`src/rtl/ex_ctrl_sequencer.sv`:
```
// Registered ID->EX control stage: decode, load-use stall, multi-cycle MDU sequencing, flush.
// Define RISCV_M_EXT_EN to enable the MUL/DIV path; otherwise M-extension ops decode as illegal.
module ex_ctrl_sequencer #(
  parameter int ALU_OP_WIDTH = 6,
  parameter int INSTR_WIDTH  = 7,
  parameter int MUL_CYCLES   = 2,
  parameter int DIV_CYCLES   = 34
) (
  input  logic                    clk,
  input  logic                    rst_n,
  input  logic                    id_valid_i,
  output logic                    id_ready_o,
  input  logic [INSTR_WIDTH-1:0]  decoded_instr_i,
  input  logic [4:0]              rd_i,
  input  logic [4:0]              rs1_i,
  input  logic [4:0]              rs2_i,
  input  logic                    flush_i,
  output logic                    ex_valid_o,
  input  logic                    ex_ready_i,
  output logic [ALU_OP_WIDTH-1:0] alu_op_o,
  output logic [2:0]              load_type_o,
  output logic [1:0]              store_type_o,
  output logic                    write_en_o,
  output logic                    stype_o,
  output logic                    imm_alu_o,
  output logic                    jalr_o,
  output logic                    jal_o,
  output logic                    branch_o,
  output logic                    auipc_o,
  output logic                    lui_o,
  output logic                    zeroflag_inv_o,
  output logic                    mdu_sel_o,
  output logic [4:0]              ex_rd_o,
  output logic                    mdu_start_o,
  output logic                    mdu_busy_o,
  output logic                    illegal_instr_o
);

  typedef logic [INSTR_WIDTH-1:0]  instr_t;
  typedef logic [ALU_OP_WIDTH-1:0] aop_t;

  localparam instr_t I_LUI  = instr_t'(1),  I_AUIPC = instr_t'(2),  I_JAL  = instr_t'(3),  I_JALR  = instr_t'(4);
  localparam instr_t I_BEQ  = instr_t'(5),  I_BNE   = instr_t'(6),  I_BLT  = instr_t'(7),  I_BGE   = instr_t'(8);
  localparam instr_t I_BLTU = instr_t'(9),  I_BGEU  = instr_t'(10), I_LB   = instr_t'(11), I_LH    = instr_t'(12);
  localparam instr_t I_LW   = instr_t'(13), I_LBU   = instr_t'(14), I_LHU  = instr_t'(15), I_SB    = instr_t'(16);
  localparam instr_t I_SH   = instr_t'(17), I_SW    = instr_t'(18), I_ADDI = instr_t'(19), I_SLTI  = instr_t'(20);
  localparam instr_t I_SLTIU= instr_t'(21), I_XORI  = instr_t'(22), I_ORI  = instr_t'(23), I_ANDI  = instr_t'(24);
  localparam instr_t I_SLLI = instr_t'(25), I_SRLI  = instr_t'(26), I_SRAI = instr_t'(27), I_ADD   = instr_t'(28);
  localparam instr_t I_SUB  = instr_t'(29), I_SLL   = instr_t'(30), I_SLT  = instr_t'(31), I_SLTU  = instr_t'(32);
  localparam instr_t I_XOR  = instr_t'(33), I_SRL   = instr_t'(34), I_SRA  = instr_t'(35), I_OR    = instr_t'(36);
  localparam instr_t I_AND  = instr_t'(37);
`ifdef RISCV_M_EXT_EN
  localparam instr_t I_MUL  = instr_t'(38), I_MULH  = instr_t'(39), I_MULHSU = instr_t'(40), I_MULHU = instr_t'(41);
  localparam instr_t I_DIV  = instr_t'(42), I_DIVU  = instr_t'(43), I_REM    = instr_t'(44), I_REMU  = instr_t'(45);
`endif

  localparam aop_t ALU_ADD = aop_t'(0), ALU_SUB = aop_t'(1), ALU_SLL = aop_t'(2), ALU_SLT = aop_t'(3);
  localparam aop_t ALU_SLTU = aop_t'(4), ALU_XOR = aop_t'(5), ALU_SRL = aop_t'(6), ALU_SRA = aop_t'(7);
  localparam aop_t ALU_OR = aop_t'(8), ALU_AND = aop_t'(9);

  if (MUL_CYCLES < 2 || DIV_CYCLES < 2) begin : g_bad_lat
    $error("MDU latencies must be at least 2");
  end

  typedef struct packed {
    aop_t       alu_op;
    logic [2:0] load_type;
    logic [1:0] store_type;
    logic       write_en, stype, imm_alu, jalr, jal, branch, auipc, lui, zeroflag_inv, mdu_sel;
    logic [4:0] rd;
  } bundle_t;

  bundle_t dec, ex;
  logic    dec_illegal;
  logic    hazard, accept, in_run;
`ifdef RISCV_M_EXT_EN
  logic    dec_mdu, dec_div;
`endif

  always_comb begin
    dec          = '0;
    dec.alu_op   = ALU_ADD;
    dec.rd       = rd_i;
    dec.write_en = 1'b1;
    dec_illegal  = 1'b0;
`ifdef RISCV_M_EXT_EN
    dec_mdu      = 1'b0;
    dec_div      = 1'b0;
`endif
    case (decoded_instr_i)
      I_LUI:   dec.lui = 1'b1;
      I_AUIPC: begin dec.auipc = 1'b1; dec.imm_alu = 1'b1; end
      I_JAL:   dec.jal = 1'b1;
      I_JALR:  dec.jalr = 1'b1;
      I_BEQ, I_BNE, I_BLT, I_BGE, I_BLTU, I_BGEU: begin
        dec.branch       = 1'b1;
        dec.write_en     = 1'b0;
        dec.zeroflag_inv = (decoded_instr_i == I_BNE) | (decoded_instr_i == I_BGE) |
                           (decoded_instr_i == I_BGEU);
        if (decoded_instr_i == I_BEQ || decoded_instr_i == I_BNE)      dec.alu_op = ALU_SUB;
        else if (decoded_instr_i == I_BLT || decoded_instr_i == I_BGE) dec.alu_op = ALU_SLT;
        else                                                           dec.alu_op = ALU_SLTU;
      end
      I_LB:    begin dec.imm_alu = 1'b1; dec.load_type = 3'b001; end
      I_LBU:   begin dec.imm_alu = 1'b1; dec.load_type = 3'b101; end
      I_LH:    begin dec.imm_alu = 1'b1; dec.load_type = 3'b010; end
      I_LHU:   begin dec.imm_alu = 1'b1; dec.load_type = 3'b110; end
      I_LW:    begin dec.imm_alu = 1'b1; dec.load_type = 3'b100; end
      I_SB, I_SH, I_SW: begin
        dec.imm_alu    = 1'b1;
        dec.stype      = 1'b1;
        dec.write_en   = 1'b0;
        dec.store_type = (decoded_instr_i == I_SB) ? 2'b01 : (decoded_instr_i == I_SH) ? 2'b10 : 2'b11;
      end
      I_ADDI:  dec.imm_alu = 1'b1;
      I_SLTI:  begin dec.imm_alu = 1'b1; dec.alu_op = ALU_SLT;  end
      I_SLTIU: begin dec.imm_alu = 1'b1; dec.alu_op = ALU_SLTU; end
      I_XORI:  begin dec.imm_alu = 1'b1; dec.alu_op = ALU_XOR;  end
      I_ORI:   begin dec.imm_alu = 1'b1; dec.alu_op = ALU_OR;   end
      I_ANDI:  begin dec.imm_alu = 1'b1; dec.alu_op = ALU_AND;  end
      I_SLLI:  begin dec.imm_alu = 1'b1; dec.alu_op = ALU_SLL;  end
      I_SRLI:  begin dec.imm_alu = 1'b1; dec.alu_op = ALU_SRL;  end
      I_SRAI:  begin dec.imm_alu = 1'b1; dec.alu_op = ALU_SRA;  end
      I_ADD:   dec.alu_op = ALU_ADD;
      I_SUB:   dec.alu_op = ALU_SUB;
      I_SLL:   dec.alu_op = ALU_SLL;
      I_SLT:   dec.alu_op = ALU_SLT;
      I_SLTU:  dec.alu_op = ALU_SLTU;
      I_XOR:   dec.alu_op = ALU_XOR;
      I_SRL:   dec.alu_op = ALU_SRL;
      I_SRA:   dec.alu_op = ALU_SRA;
      I_OR:    dec.alu_op = ALU_OR;
      I_AND:   dec.alu_op = ALU_AND;
`ifdef RISCV_M_EXT_EN
      // MDU op is the offset within MUL..REMU, zero-extended into the ALU op field
      I_MUL, I_MULH, I_MULHSU, I_MULHU, I_DIV, I_DIVU, I_REM, I_REMU: begin
        dec_mdu     = 1'b1;
        dec_div     = (decoded_instr_i >= I_DIV);
        dec.mdu_sel = 1'b1;
        dec.alu_op  = aop_t'(3'(decoded_instr_i - I_MUL));
      end
`endif
      default: dec_illegal = 1'b1;
    endcase
  end

  assign hazard     = ex_valid_o & (ex.load_type != 3'b000) & (ex.rd != 5'd0) &
                      ((ex.rd == rs1_i) | (ex.rd == rs2_i));
  assign id_ready_o = rst_n & (flush_i | (in_run & ~hazard & (~ex_valid_o | ex_ready_i)));
  assign accept     = id_valid_i & id_ready_o;

`ifdef RISCV_M_EXT_EN
  localparam int MAX_LAT = (DIV_CYCLES > MUL_CYCLES) ? DIV_CYCLES : MUL_CYCLES;
  localparam int CNT_W   = (MAX_LAT > 2) ? $clog2(MAX_LAT) : 1;

  typedef enum logic {RUN, MDU_BUSY} state_t;
  state_t           state;
  logic [CNT_W-1:0] cnt;

  assign in_run     = (state == RUN);
  assign mdu_busy_o = (state == MDU_BUSY);
`else
  assign in_run      = 1'b1;
  assign mdu_busy_o  = 1'b0;
  assign mdu_start_o = 1'b0;
`endif

  always_ff @(posedge clk or negedge rst_n) begin
    if (!rst_n) begin
      ex              <= '0;
      ex.alu_op       <= ALU_ADD;
      ex_valid_o      <= 1'b0;
      illegal_instr_o <= 1'b0;
`ifdef RISCV_M_EXT_EN
      state           <= RUN;
      cnt             <= '0;
      mdu_start_o     <= 1'b0;
`endif
    end else if (flush_i) begin
      // whatever is presented alongside the flush is consumed and dropped
      ex_valid_o      <= 1'b0;
      illegal_instr_o <= 1'b0;
`ifdef RISCV_M_EXT_EN
      state           <= RUN;
      cnt             <= '0;
      mdu_start_o     <= 1'b0;
`endif
    end else begin
      illegal_instr_o <= 1'b0;
`ifdef RISCV_M_EXT_EN
      mdu_start_o     <= 1'b0;
      if (state == MDU_BUSY) begin
        if (cnt == '0) begin
          state      <= RUN;
          ex_valid_o <= 1'b1;
        end else begin
          cnt <= cnt - 1'b1;
        end
      end else
`endif
      if (accept) begin
        if (dec_illegal) begin
          ex_valid_o      <= 1'b0;
          illegal_instr_o <= 1'b1;
`ifdef RISCV_M_EXT_EN
        end else if (dec_mdu) begin
          ex          <= dec;
          ex_valid_o  <= 1'b0;
          mdu_start_o <= 1'b1;
          state       <= MDU_BUSY;
          cnt         <= dec_div ? CNT_W'(DIV_CYCLES - 2) : CNT_W'(MUL_CYCLES - 2);
`endif
        end else begin
          ex         <= dec;
          ex_valid_o <= 1'b1;
        end
      end else if (ex_ready_i) begin
        ex_valid_o <= 1'b0;
      end
    end
  end

  assign alu_op_o       = ex.alu_op;
  assign load_type_o    = ex.load_type;
  assign store_type_o   = ex.store_type;
  assign write_en_o     = ex.write_en;
  assign stype_o        = ex.stype;
  assign imm_alu_o      = ex.imm_alu;
  assign jalr_o         = ex.jalr;
  assign jal_o          = ex.jal;
  assign branch_o       = ex.branch;
  assign auipc_o        = ex.auipc;
  assign lui_o          = ex.lui;
  assign zeroflag_inv_o = ex.zeroflag_inv;
  assign mdu_sel_o      = ex.mdu_sel;
  assign ex_rd_o        = ex.rd;

endmodule

```
`config.mk`:
```
export PLATFORM = sky130hd
export DESIGN_NAME = ex_ctrl_sequencer
export DESIGN_NICKNAME = d
export VERILOG_FILES = /design/src/rtl/ex_ctrl_sequencer.sv
export SDC_FILE = /design/constraint.sdc
export NUM_CORES = 1
export LEC_CHECK = 0
export BUFFER_PORTS_ARGS = -buffer_cell sky130_fd_sc_hd__buf_2
export CAP_MARGIN = 20
export CORE_MARGIN = 2
export CORE_UTILIZATION = 35
export CTS_CLUSTER_DIAMETER = 50
export DETAILED_ROUTE_END_ITERATION = 6
export MAX_ROUTING_LAYER = met4
export PLACE_DENSITY = 0.62
export SYNTH_ARGS = -nofsm -noshare
export SYNTH_HDL_FRONTEND = slang
export SYNTH_SLANG_ARGS = --single-unit
```
`constraint.sdc`:
```
create_clock -name clk -period 2.91 [get_ports clk]
set_input_delay 0.1455 -clock clk [delete_from_list [all_inputs] [get_ports clk]]
set_output_delay 0.1455 -clock clk [all_outputs]
set_load 0.05 [all_outputs]
```
Word-level counts from Yosys, hierarchy flattened --
Index checks and enable logic that the tools add are counted.
Word-level totals: bits in registers 27, bits of input ports 27, output and inout bits 31, logic and storage cells 110
Cells by class: equal/unequal tests 39, muxes and demuxes 23, bitwise logic cells 14, reduce and logical (&&, ||, !) cells 19
Operators with widths (count):
- == test 7 x 5 -> 1 bit (second input constant) | 16
- one-hot mux 6 bit (10 select lines) | 1
- == test 7 x 4 -> 1 bit (second input constant) | 8
- == test 7 x 6 -> 1 bit (second input constant) | 6
- OR reduction 37 bit | 1
- == test 7 x 3 -> 1 bit (second input constant) | 4
- OR reduction 18 bit | 1
- 2-to-1 mux 1 bit | 17
- OR reduction 2 bit | 8
- one-hot mux 3 bit (5 select lines) | 1
- == test 7 x 2 -> 1 bit (second input constant) | 2
- == test 5 bit | 2
- OR reduction 9 bit | 1
- == test 7 x 1 -> 1 bit (second input constant) | 1
- bitwise AND 1 bit | 6
- 2-to-1 mux 6 bit | 1
- nonzero test 3 bit | 2
- OR reduction 6 bit | 1
- bitwise OR 1 bit | 5
- nonzero test 5 bit | 1
- 2-to-1 mux 2 bit | 2
- 2-to-1 mux 3 bit | 1
- inverter 1 bit | 3
- AND reduction 3 bit | 1
- 2 further kinds | 3

Depth between registers and ports, before layout --
word-level depth 11, gate-level depth with buffers 8, gate-level depth less buffers 6

Least setup slack after synthesis --
OpenSTA, ideal clock, no wires.
kind flip-flop to flip-flop, start register ex, in the netlist ex_rd_o[0], end register ex, in the netlist alu_op_o[0], library setup time 0.125 ns, data arrival time 1.849 ns, slack 0.935 ns, cell stages (with the launch flop) 7, path through dfrtp_1 nor3_1 a211oi_1 a21oi_2 nand2_4 buf_6 mux2_4
On the way: cells in the longest elaborated chain, start to end 9, elaborated cells on any way between the ends 12, those cells by class 2 x eq/ne; 8 x bitwise; 2 x reduce/logical
Ends and longest elaborated chain:
- from (decl) | line 73 | bundle_t dec, ex;
- == test 5 bit or nonzero test 5 bit (tied branches) | line 148, 147
- bitwise OR 1 bit or bitwise AND 1 bit (tied branches) | line 148, 147
- bitwise AND 1 bit (*) | line 147 | assign hazard = ex_valid_o & (ex.load_type != 3'b000) & (ex.rd != 5'd0) &
- inverter 1 bit (*) | line 149 | assign id_ready_o = rst_n & (flush_i | (in_run & ~hazard & (~ex_valid_o | ex_ready_i)));
- bitwise AND 1 bit (*) | line 149
- bitwise OR 1 bit (*) | line 149
- bitwise AND 1 bit (*) | line 149
- bitwise AND 1 bit (*) | line 150 | assign accept = id_valid_i & id_ready_o;
- AND reduction 3 bit (no line) (*)
Mark *: on every way between the ends. The rest lies on a longest branch, timed or not. A chain may end at the register's enable or synchronous reset.

Worst setup path after layout --
start register ex, in the netlist ex_rd_o[4], end register ex, in the netlist auipc_o
Same word-level chain as after synthesis.

==> flow_metrics.env <==
export IMPL_core_rowCount=25
export IMPL_peakVddDrop_uv=242
export IMPL_timing_critical_path_max_delay_family="compound AO/OA/AOI/OAI gates"
export IMPL_synthSimpleGateAreaFrac_pct=18.7
export IMPL_grt_ovfl_total=0
export IMPL_ctsResizeCount=0
export IMPL_worstPathCellList="xnor2_1 > nand3_1 > o22ai_1 > a21oi_2 > nand2_4 > mux2_1"
export IMPL_clock_pin_slew_on_the_worst_setup_and_hold_paths_ns=0.08
export IMPL_critPathRequiredTime_ns=3.06
export IMPL_ys_seq_elements=25
export IMPL_met2RoutedLength_mm=1.79
export IMPL_path_max_fanout=23
export IMPL_floorplan_die_width_um=75.1
export IMPL_cts_max_path_bufs=2
export IMPL_post_synth_fa_ha_maj_area_fraction_pct=0
export IMPL_antenna_found_initial=0
export IMPL_fillers=488
export IMPL_groute_usage_overall_pct=16.0
export IMPL_rrSetupSlack_ns=0.90
export IMPL_placed_cell_area_um2=2020
export IMPL_netlist_top_cell_by_area="sky130_fd_sc_hd__dfrtp_1"
export IMPL_timing_clock_skew_ns=0.00229
export IMPL_critPathArrivalTime_ns=2.16
export IMPL_maximum_number_of_pins_on_one_net_before_global_route_repair=27
export IMPL_vias_per_cell=4.94
export IMPL_max_clock_freq_mhz=498
export IMPL_static_leakage_power_uw=0.00107
export IMPL_hpwl_after_detailed_placement_mm=3.08
export IMPL_synth_compound_area_share_pct=14.9
export IMPL_worst_hold_path_type="input pin to register"
export IMPL_final_setup_viol_count=0
export IMPL_floorplan_initialDensity_pct=36.9
export IMPL_critical_path_endpoint_type="register"
export IMPL_avgSynthCellArea_um2=9.56
export IMPL_critPathSlowestCell="sky130_fd_sc_hd__dfrtp_1"
export IMPL_number_of_global_route_vias_before_repair=1380
export IMPL_critPathMaxStageDelay_ns=0.44
export IMPL_number_of_input_and_output_port_buffers_inserted=52
export IMPL_postSynthCellCount=185
export IMPL_routed_top_layer="met4"
export IMPL_clock_insertion_delay_worst_skew_ns=0.26
export IMPL_critical_path_startpoint_type="register"
export IMPL_fin_util_pct=43.5
export IMPL_routed_via_count=1466
export IMPL_area_delta_synth_final_pct=17.6
export IMPL_wirelength_mm=4.02
export IMPL_clock_sink_count=25
export IMPL_synth_xor_xnor_area_share_pct=5.94
export IMPL_maxSlewViolCount=0
export IMPL_drt_drc_violations_left=0
export IMPL_post_route_min_period_ns=2.01
export IMPL_run_status="completed"
export IMPL_yosys_cell_types_count=47
export IMPL_netlist_area_um2=1770
export IMPL_synthTopCellsByArea="sky130_fd_sc_hd__dfrtp_1 35%, sky130_fd_sc_hd__mux2_4 15%, sky130_fd_sc_hd__xnor2_1 5.9%"
export IMPL_synth_top_family_by_area="simple AND/OR/NAND/NOR gates"
export IMPL_synth_top_area_share_pct=35.4
export IMPL_diodes=0
export IMPL_met3_wirelength_um=260
export IMPL_design_die_area_um2=5640
export IMPL_unrepaired_setup_endpoints_after_global_routing="no"
export IMPL_pin_count=58
export IMPL_drt_iter0_markers=68
export IMPL_cts_htree_levels=1
export IMPL_synth_mux_area_share_pct=17.8
export IMPL_post_drt_wl_per_cell_um=13.5
export IMPL_final_setup_tns_ns=0
export IMPL_layout_drive_gt1_share_pct=34.3
export IMPL_core_region_area_um2=4790
export IMPL_max_cap_violations=0
export IMPL_power_density_cell_area_nw_per_um2=522
export IMPL_globalplace_congestion=0.971
export IMPL_min_period_over_period_pct=69.1
export IMPL_yosysSeqAreaShare_pct=35.4
export IMPL_critPathBufInv=0
export IMPL_detail_route_first_pass_iterations=5
export IMPL_route_antenna_remaining_nets=0
export IMPL_layout_cell_area_non_filler_um2=2080
export IMPL_total_power_uw=1080
export IMPL_grt_pass1_wl_mm=6.64
export IMPL_hold_violations=0
export IMPL_clock_tree_from_tritoncts="done"
export IMPL_clock_tree_root_cell="sky130_fd_sc_hd__clkbuf_8"
export IMPL_num_nets_final=258
export IMPL_die_y_um=75.1
export IMPL_met1Wirelength_mm=1.92
export IMPL_crit_type="register to register"
export IMPL_cts_made_buffers=3
export IMPL_synth_yosys_warnings=0
==> power breakdown <==
part           switching [uW]  total, uW  leakage [uW]  internal (uW)
combinational             291        448      0.000710            157
clock                     103        200     0.0000228           97.8
sequential               47.0        437      0.000335            390
==> cell usage in the layout, fill, tap and decap left out, drive strengths merged, types with 2 or more instances in the layout <==
| master | n |
|---|---|
| buf | 53 |
| dfrtp | 25 |
| mux2 | 21 |
| nor2 | 17 |
| nand2 | 17 |
| xnor2 | 12 |
| a21oi | 10 |
| o21ai | 9 |
| nor3 | 8 |
| nand2b | 6 |
| nand3 | 5 |
| conb | 5 |
| inv | 4 |
| nor2b | 4 |
| clkbuf | 4 |
| a31oi | 3 |
| a22o | 2 |
| o31ai | 2 |
| or2 | 2 |
==> final cells by class <==
class	count	area, um^2	area share [%]
multi-input cells	143	1030	49.6
well taps	67	83.8	4.03
repair buffers	54	278	13.4
clock buffers	4	45.0	2.17
inverters	4	15.0	0.722
flip-flops and latches	25	626	30.1
==> synthesized netlist by cell type, drive strengths merged <==
cell	count
a211o	1
a22o	2
inv	4
a21oi	10
o21a	1
nand4b	1
o21ai	9
conb	1
clkbuf	6
a221oi	1
o2111ai	1
a2111o	1
a211oi	1
a222oi	1
o31ai	2
a31oi	3
nor4b	1
o22ai	1
o211a	1
a21o	1
nand3	5
o21ba	1
or3	1
a22oi	1
nor3	8
nor3b	1
nor2	17
nand2	17
or2	2
mux2	21
nand2b	6
dfrtp	25
and2	1
o32ai	1
buf	11
nor2b	4
mux2i	1
nor4	1
xnor2	12
==> cells by family (layout without fill, tap and decap cells) <==
logic type | count (synthesis) | after routing
AO/OA/AOI/OAI | 39 | 39
XOR/XNOR | 12 | 12
flip-flops | 25 | 25
other | 1 | 5
multiplexers | 22 | 22
AND/OR/NAND/NOR | 65 | 65
buffers and inverters | 21 | 62
==> repair_timing <==
item,CTS,global route
buffers inserted,0,0
hold buffers,1,0
endpoints found under the hold margin,25,0
==> registers in the layout (all words and copies together), names as in the netlist <==
signal,count
alu_op_o,4
auipc_o,1
branch_o,1
ex_rd_o,5
ex_valid_o,1
illegal_instr_o,1
imm_alu_o,1
jal_o,1
jalr_o,1
load_type_o,3
lui_o,1
store_type_o,2
stype_o,1
write_en_o,1
zeroflag_inv_o,1
==> worst paths after layout <==
kind	start	to	cells past startpoint
min in group asynchronous	rst_n	alu_op_o[0]	3
hold reg to reg	zeroflag_inv_o	zeroflag_inv_o	1
hold / removal	ex_ready_i	ex_valid_o	2
setup / recovery	ex_rd_o[4]	auipc_o	6
max in group asynchronous	rst_n	imm_alu_o	3
setup reg to reg	ex_rd_o[4]	auipc_o	6
==> routing by layer <==
metal,vias up,track usage [%]
li1,735,-
met2,52,23.2
met4,0,4.96
met1,673,22.5
met3,6,3.21
met5,-,-
==> per-stage QoR <==
stage / setup WS, ns / hold slack (ns) / std cells
2_1_floorplan: 0.935 / -0.150 / 189
3_3_place_gp: 0.674 / 0.243 / 292
3_5_place_dp: 0.662 / 0.240 / 292
4_1_cts: 0.896 / 0.0792 / 297
5_1_grt: 0.775 / 0.0901 / 297
6_report: 0.901 / 0.0876 / 297
(Power assumes the default switching activity.)
